[src/rtl/srp16_pkg.sv]
// Shared definitions for the byte-serial instruction fetch path.
package srp16_pkg;

    localparam int unsigned ADDR_W_DEF = 16;
    localparam int unsigned INSTR_W    = 16;

    typedef enum logic [1:0] {
        StIdle = 2'd0,
        StRdLo = 2'd1,
        StRdHi = 2'd2,
        StHold = 2'd3
    } fetch_state_e;

endpackage

[src/rtl/fetch_wait_ctr.sv]
// Wait-state counter for unanswered memory reads. o_tc flags that one more
// unanswered cycle brings the count to MAX_WAIT, so the FSM can time out on that edge.
module fetch_wait_ctr #(
    parameter int unsigned MAX_WAIT = 15
) (
    input  logic i_clk,
    input  logic i_rst_n,
    input  logic i_clr,
    input  logic i_inc,
    output logic o_tc
);

    localparam int unsigned CNT_W = $clog2(MAX_WAIT + 1);
    localparam logic [CNT_W-1:0] LAST_CNT = CNT_W'(MAX_WAIT - 1);

    logic [CNT_W-1:0] r_cnt;

    // Count unanswered read cycles; clear has priority over increment.
    always_ff @(posedge i_clk or negedge i_rst_n) begin
        if (!i_rst_n) begin
            r_cnt <= '0;
        end else if (i_clr) begin
            r_cnt <= '0;
        end else if (i_inc) begin
            r_cnt <= r_cnt + 1'b1;
        end
    end

    assign o_tc = (r_cnt == LAST_CNT);

endmodule

[src/rtl/ir_fetch_seq.sv]
// Byte-serial instruction fetch: reads lo byte at pc and hi byte at pc+1, then
// holds the assembled word for the IR with a valid/ack handshake.
module ir_fetch_seq
    import srp16_pkg::*;
#(
    parameter int unsigned ADDR_W   = ADDR_W_DEF,
    parameter int unsigned MAX_WAIT = 15
) (
    input  logic               i_clk,
    input  logic               i_rst_n,
    input  logic               i_start,
    input  logic               i_flush,
    input  logic [ADDR_W-1:0]  i_pc_in,
    output logic [ADDR_W-1:0]  o_mem_addr,
    output logic               o_mem_rd,
    input  logic               i_mem_rdy,
    input  logic [7:0]         i_mem_din,
    output logic [INSTR_W-1:0] o_instr,
    output logic               o_instr_valid,
    input  logic               i_instr_ack,
    output logic [ADDR_W-1:0]  o_pc_next,
    output logic               o_busy,
    output logic               o_err
);

    fetch_state_e        r_state, w_state_d;
    logic [ADDR_W-1:0]   r_pc, w_pc_d;
    logic [7:0]          r_lo, w_lo_d;
    logic [ADDR_W-1:0]   r_mem_addr, w_mem_addr_d;
    logic                r_mem_rd, w_mem_rd_d;
    logic [INSTR_W-1:0]  r_instr, w_instr_d;
    logic                r_valid, w_valid_d;
    logic [ADDR_W-1:0]   r_pc_next, w_pc_next_d;
    logic                r_err, w_err_d;

    logic w_reading;
    logic w_ctr_clr;
    logic w_ctr_inc;
    logic w_ctr_tc;

    assign w_reading = (r_state == StRdLo) || (r_state == StRdHi);
    assign w_ctr_inc = w_reading && !i_mem_rdy;
    // Any state change (incl. flush and timeout) or a served byte restarts the wait count.
    assign w_ctr_clr = i_flush || (w_state_d != r_state) || (w_reading && i_mem_rdy);

    fetch_wait_ctr #(
        .MAX_WAIT (MAX_WAIT)
    ) u_wait_ctr (
        .i_clk   (i_clk),
        .i_rst_n (i_rst_n),
        .i_clr   (w_ctr_clr),
        .i_inc   (w_ctr_inc),
        .o_tc    (w_ctr_tc)
    );

    // Next-state and datapath update; flush overrides every other input.
    always_comb begin
        w_state_d    = r_state;
        w_pc_d       = r_pc;
        w_lo_d       = r_lo;
        w_mem_addr_d = r_mem_addr;
        w_mem_rd_d   = r_mem_rd;
        w_instr_d    = r_instr;
        w_valid_d    = r_valid;
        w_pc_next_d  = r_pc_next;
        w_err_d      = r_err;
        if (i_flush) begin
            w_state_d  = StIdle;
            w_mem_rd_d = 1'b0;
            w_valid_d  = 1'b0;
        end else begin
            unique case (r_state)
                StIdle: begin
                    if (i_start) begin
                        w_pc_d       = i_pc_in;
                        w_pc_next_d  = i_pc_in + ADDR_W'(2);
                        w_err_d      = 1'b0;
                        w_mem_addr_d = i_pc_in;
                        w_mem_rd_d   = 1'b1;
                        w_state_d    = StRdLo;
                    end
                end
                StRdLo: begin
                    if (i_mem_rdy) begin
                        w_lo_d       = i_mem_din;
                        w_mem_addr_d = r_pc + ADDR_W'(1);
                        w_state_d    = StRdHi;
                    end else if (w_ctr_tc) begin
                        w_err_d    = 1'b1;
                        w_mem_rd_d = 1'b0;
                        w_state_d  = StIdle;
                    end
                end
                StRdHi: begin
                    if (i_mem_rdy) begin
                        w_instr_d  = {i_mem_din, r_lo};
                        w_mem_rd_d = 1'b0;
                        w_valid_d  = 1'b1;
                        w_state_d  = StHold;
                    end else if (w_ctr_tc) begin
                        w_err_d    = 1'b1;
                        w_mem_rd_d = 1'b0;
                        w_state_d  = StIdle;
                    end
                end
                StHold: begin
                    if (i_instr_ack) begin
                        w_valid_d = 1'b0;
                        w_state_d = StIdle;
                    end
                end
            endcase
        end
    end

    // State and datapath registers.
    always_ff @(posedge i_clk or negedge i_rst_n) begin
        if (!i_rst_n) begin
            r_state    <= StIdle;
            r_pc       <= '0;
            r_lo       <= '0;
            r_mem_addr <= '0;
            r_mem_rd   <= 1'b0;
            r_instr    <= '0;
            r_valid    <= 1'b0;
            r_pc_next  <= '0;
            r_err      <= 1'b0;
        end else begin
            r_state    <= w_state_d;
            r_pc       <= w_pc_d;
            r_lo       <= w_lo_d;
            r_mem_addr <= w_mem_addr_d;
            r_mem_rd   <= w_mem_rd_d;
            r_instr    <= w_instr_d;
            r_valid    <= w_valid_d;
            r_pc_next  <= w_pc_next_d;
            r_err      <= w_err_d;
        end
    end

    assign o_mem_addr    = r_mem_addr;
    assign o_mem_rd      = r_mem_rd;
    assign o_instr       = r_instr;
    assign o_instr_valid = r_valid;
    assign o_pc_next     = r_pc_next;
    assign o_busy        = (r_state != StIdle);
    assign o_err         = r_err;

endmodule

[config.mk]
export PLATFORM = sky130hd
export DESIGN_NAME = ir_fetch_seq
export DESIGN_NICKNAME = d
export VERILOG_FILES = /design/src/rtl/srp16_pkg.sv /design/src/rtl/fetch_wait_ctr.sv /design/src/rtl/ir_fetch_seq.sv
export SDC_FILE = /design/constraint.sdc
export NUM_CORES = 1
export LEC_CHECK = 0
export ABC_AREA = 1
export CAP_MARGIN = 20
export CORE_UTILIZATION = 40
export CTS_CLUSTER_SIZE = 28
export DETAILED_ROUTE_END_ITERATION = 16
export REMOVE_ABC_BUFFERS = 1
export SLEW_MARGIN = 15
export SYNTH_ARGS = -nofsm -noshare
export SYNTH_HDL_FRONTEND = slang
export SYNTH_HIERARCHICAL = 1
export SYNTH_SLANG_ARGS = --single-unit
[constraint.sdc]
create_clock -name i_clk -period 2.2 [get_ports i_clk]
set_input_delay 0.66 -clock i_clk [delete_from_list [all_inputs] [get_ports i_clk]]
set_output_delay 0.66 -clock i_clk [all_outputs]
set_load 0.02 [all_outputs]
==> results.sh <==
export IMPL_io_pins=82
export IMPL_synth_avg_cell_area_sq_um=7.88
export IMPL_finalSetupViolations=0
export IMPL_reg2reg_from="u_wait_ctr/r_cnt[0]"
export IMPL_regToRegEndpoint="u_wait_ctr/r_cnt[3]"
export IMPL_via_per_inst=4.99
export IMPL_yosys_warnings=6
export IMPL_netlist_instances=520
export IMPL_numCtsBuffers=9
export IMPL_cp_arrival_ns=1.45
export IMPL_initial_core_util=0.415
export IMPL_h_tree_depth=3
export IMPL_ctsRootBufferMaster="clkbuf_8"
export IMPL_power_density_mw_per_mm2=1360
export IMPL_crit_fanout=5
export IMPL_nNetsFinal=668
export IMPL_p_int_mw=4.37
export IMPL_drive_above_1_share=0.110
export IMPL_netSwitchingPower_mw=3.13
export IMPL_antenna_found_initial=0
export IMPL_diodes=0
export IMPL_fill_cells=934
export IMPL_overflow=0
export IMPL_reg2reg_slack_ns=0.40
export IMPL_core_area_sq_mm=0.00986
export IMPL_drtAntennaViolNets=0
export IMPL_finalPower_mw=7.50
export IMPL_vias=3831
export IMPL_final_cells=768
export IMPL_placed_cells=752
export IMPL_start_kind="register"
export IMPL_fin_crit_ns=2.11
export IMPL_fmax_ghz=0.473
export IMPL_die_area_sq_mm=0.0107
export IMPL_synth_cell_area_sq_mm=0.00410
export IMPL_firstDrtPassIters=5
export IMPL_rsz0062_at_grt="no"
export IMPL_finClkSkew_ns=0.0179
export IMPL_fin_crit_sh=0.961
export IMPL_synthDistinctLibCells=34
export IMPL_p_sw_frac=0.418
export IMPL_cp_data_required_time_ns=1.54
export IMPL_num_rows=36
export IMPL_die_w_microns=103
export IMPL_synth_seq_cells=80
export IMPL_path_clk_slew_ns=0.10
export IMPL_drv_cap=0
export IMPL_hold_class="input pin to async pin"
export IMPL_grt_max_degree=81
export IMPL_port_buffers=81
export IMPL_first_global_vias=3697
export IMPL_cts_num_sinks=80
export IMPL_holdWs_ns=0.293
export IMPL_reg2reg_depth=14
export IMPL_end_kind="primary output"
export IMPL_cts_tree="yes"
export IMPL_timing_slew_headroom=0.700
export IMPL_tightest_slew_ns=0.450
export IMPL_dr_first_iter_drc_count=221
export IMPL_yosysSeqAreaShare=0.489
export IMPL_synth_edf_count=0
export IMPL_setup_tns_ns=0
export IMPL_chipHeight_microns=103
export IMPL_async_flop_share=1.00
export IMPL_irDropWorstVdd_mv=0.609
export IMPL_leakage_nw=2.60
export IMPL_yosys_most_used_dff="dfrtp_1"
export IMPL_hpwl_microns=7680
export IMPL_clk_path_buf_depth=2
export IMPL_grt_usage=0.214
export IMPL_worstSetupPathType="register to primary output"
export IMPL_routedWlPerCell_microns=13.6
export IMPL_wl_microns=10400
export IMPL_insertion_delay_ns=0.36
export IMPL_p_comb_frac=0.502
export IMPL_hold_violations=0
export IMPL_grt_pass1_wl_microns=17500
export IMPL_status="finished, final reports clean"
export IMPL_final_max_slew_viol_count=0
export IMPL_final_util=0.558
export IMPL_remaining_drc_errors=0
export IMPL_area_delta_synth_final_pct=34.5
export IMPL_p_seq_frac=0.346
export IMPL_clkPwrFrac=0.152
export IMPL_place_gp_congestion=0.871
-- through the flow --
stage,worst slack (ns),area [sq um]
after floorplan,-0.00727,4010
after global placement,0.00496,5300
after detailed placement,-0.0418,5300
after CTS,0.00248,5500
after global routing,0.00513,5510
final,0.0853,5510
-- worst max path at each step --
stage | start | to | slack (ns) | depth (start not counted)
final | r_state[0] | o_busy | 0.09 | 4
after CTS | r_state[0] | o_busy | 0.002 | 4
after global routing | r_state[0] | o_busy | 0.005 | 4
after floorplan | r_state[1] | o_pc_next[11] | -0.007 | 8
after detailed placement | i_mem_rdy | u_wait_ctr/r_cnt[3] | -0.04 | 13
after global placement | i_start | o_pc_next[11] | 0.005 | 7
-- what timing repair did --
action,in CTS,in global routing
pin swaps,0,0
setup endpoints to repair,1,2
setup buffers,0,0
resized for setup,1,3
hold buffers,0,0
-- critical path, stage by stage (launching register included) --
cell,delay [ns]
dfrtp_1,0.43
inv_2,0.10
ha_2,0.21
inv_1,0.06
dlygate4sd2_1,0.31
-- final cells by class --
type / instances / area (sq um) / area share
repair buffers: 116 / 1120 / 0.204
flip-flops and latches: 80 / 2000 / 0.363
multi-input cells: 367 / 1800 / 0.327
clock buffers: 11 / 141 / 0.0257
well taps: 133 / 166 / 0.0302
inverters: 56 / 210 / 0.0382
clock inverters: 5 / 65.1 / 0.0118
-- cell usage in the layout, fill, tap and decap left out, drive strengths merged, types with 12 or more instances in the layout --
master / instances
nand3: 42
o21ai: 45
inv: 57
buf: 36
clkdlybuf4s50: 78
nor2: 49
dfrtp: 80
nand2: 159
a21oi: 19
nand4: 12
-- power by group through the flow --
| stage | Sequential (mW) | Clock [mW] | Combinational, mW |
|---|---|---|---|
| after global placement | 2.60 | 0 | 3.74 |
| after global routing | 2.70 | 1.23 | 4.21 |
| after CTS | 2.60 | 1.17 | 3.80 |
| after floorplan | 3.08 | 0 | 1.56 |
| after detailed placement | 2.62 | 0 | 3.79 |
| final | 2.59 | 1.14 | 3.77 |
-- per-layer routing --
layer,wire (microns),vias to the layer above,GRT usage
met5,0,-,0
met1,4720,1776,0.280
li1,-,1907,-
met3,818,11,0.0571
met4,111,0,0.0596
met2,4760,137,0.353
-- cell usage after synthesis, types with 2 or more instances --
library cell / number / share of area
inv_1: 51 / 0.047
ha_1: 8 / 0.024
mux2_1: 4 / 0.011
nor2_1: 45 / 0.041
o21ai_1: 8 / 0.0098
mux2_2: 4 / 0.011
o21ai_0: 37 / 0.045
o211ai_1: 7 / 0.013
o21bai_1: 2 / 0.0037
nand2_1: 158 / 0.14
buf_2: 8 / 0.0098
nor3_1: 3 / 0.0037
buf_4: 3 / 0.0055
inv_2: 5 / 0.0046
nand3_1: 41 / 0.050
clkbuf_1: 6 / 0.0055
a21oi_1: 19 / 0.023
nor2_2: 4 / 0.0061
dfrtp_1: 80 / 0.49
xor2_1: 2 / 0.0043
o21a_1: 2 / 0.0037
nand4_1: 11 / 0.017
-- registers in the layout, summed over array words and instances (netlist names) --
name and flops:
o_instr 16, o_mem_addr 16, r_pc 16, o_pc_next 15
r_lo 8, u_wait_ctr/r_cnt 4, r_state 2, o_err 1
o_instr_valid 1, o_mem_rd 1
-- logic make-up after synthesis --
kind of cell             after synthesis  share of synthesized area
flip-flops                            80                      0.489
buffers and inverters                 73                     0.0721
multiplexers                           8                     0.0220
AND/OR/NAND/NOR                      268                      0.279
adder cells (fa/ha/maj)                8                     0.0244
AO/OA/AOI/OAI                         80                      0.107
XOR/XNOR                               3                    0.00642
(Power assumes the default switching activity.)
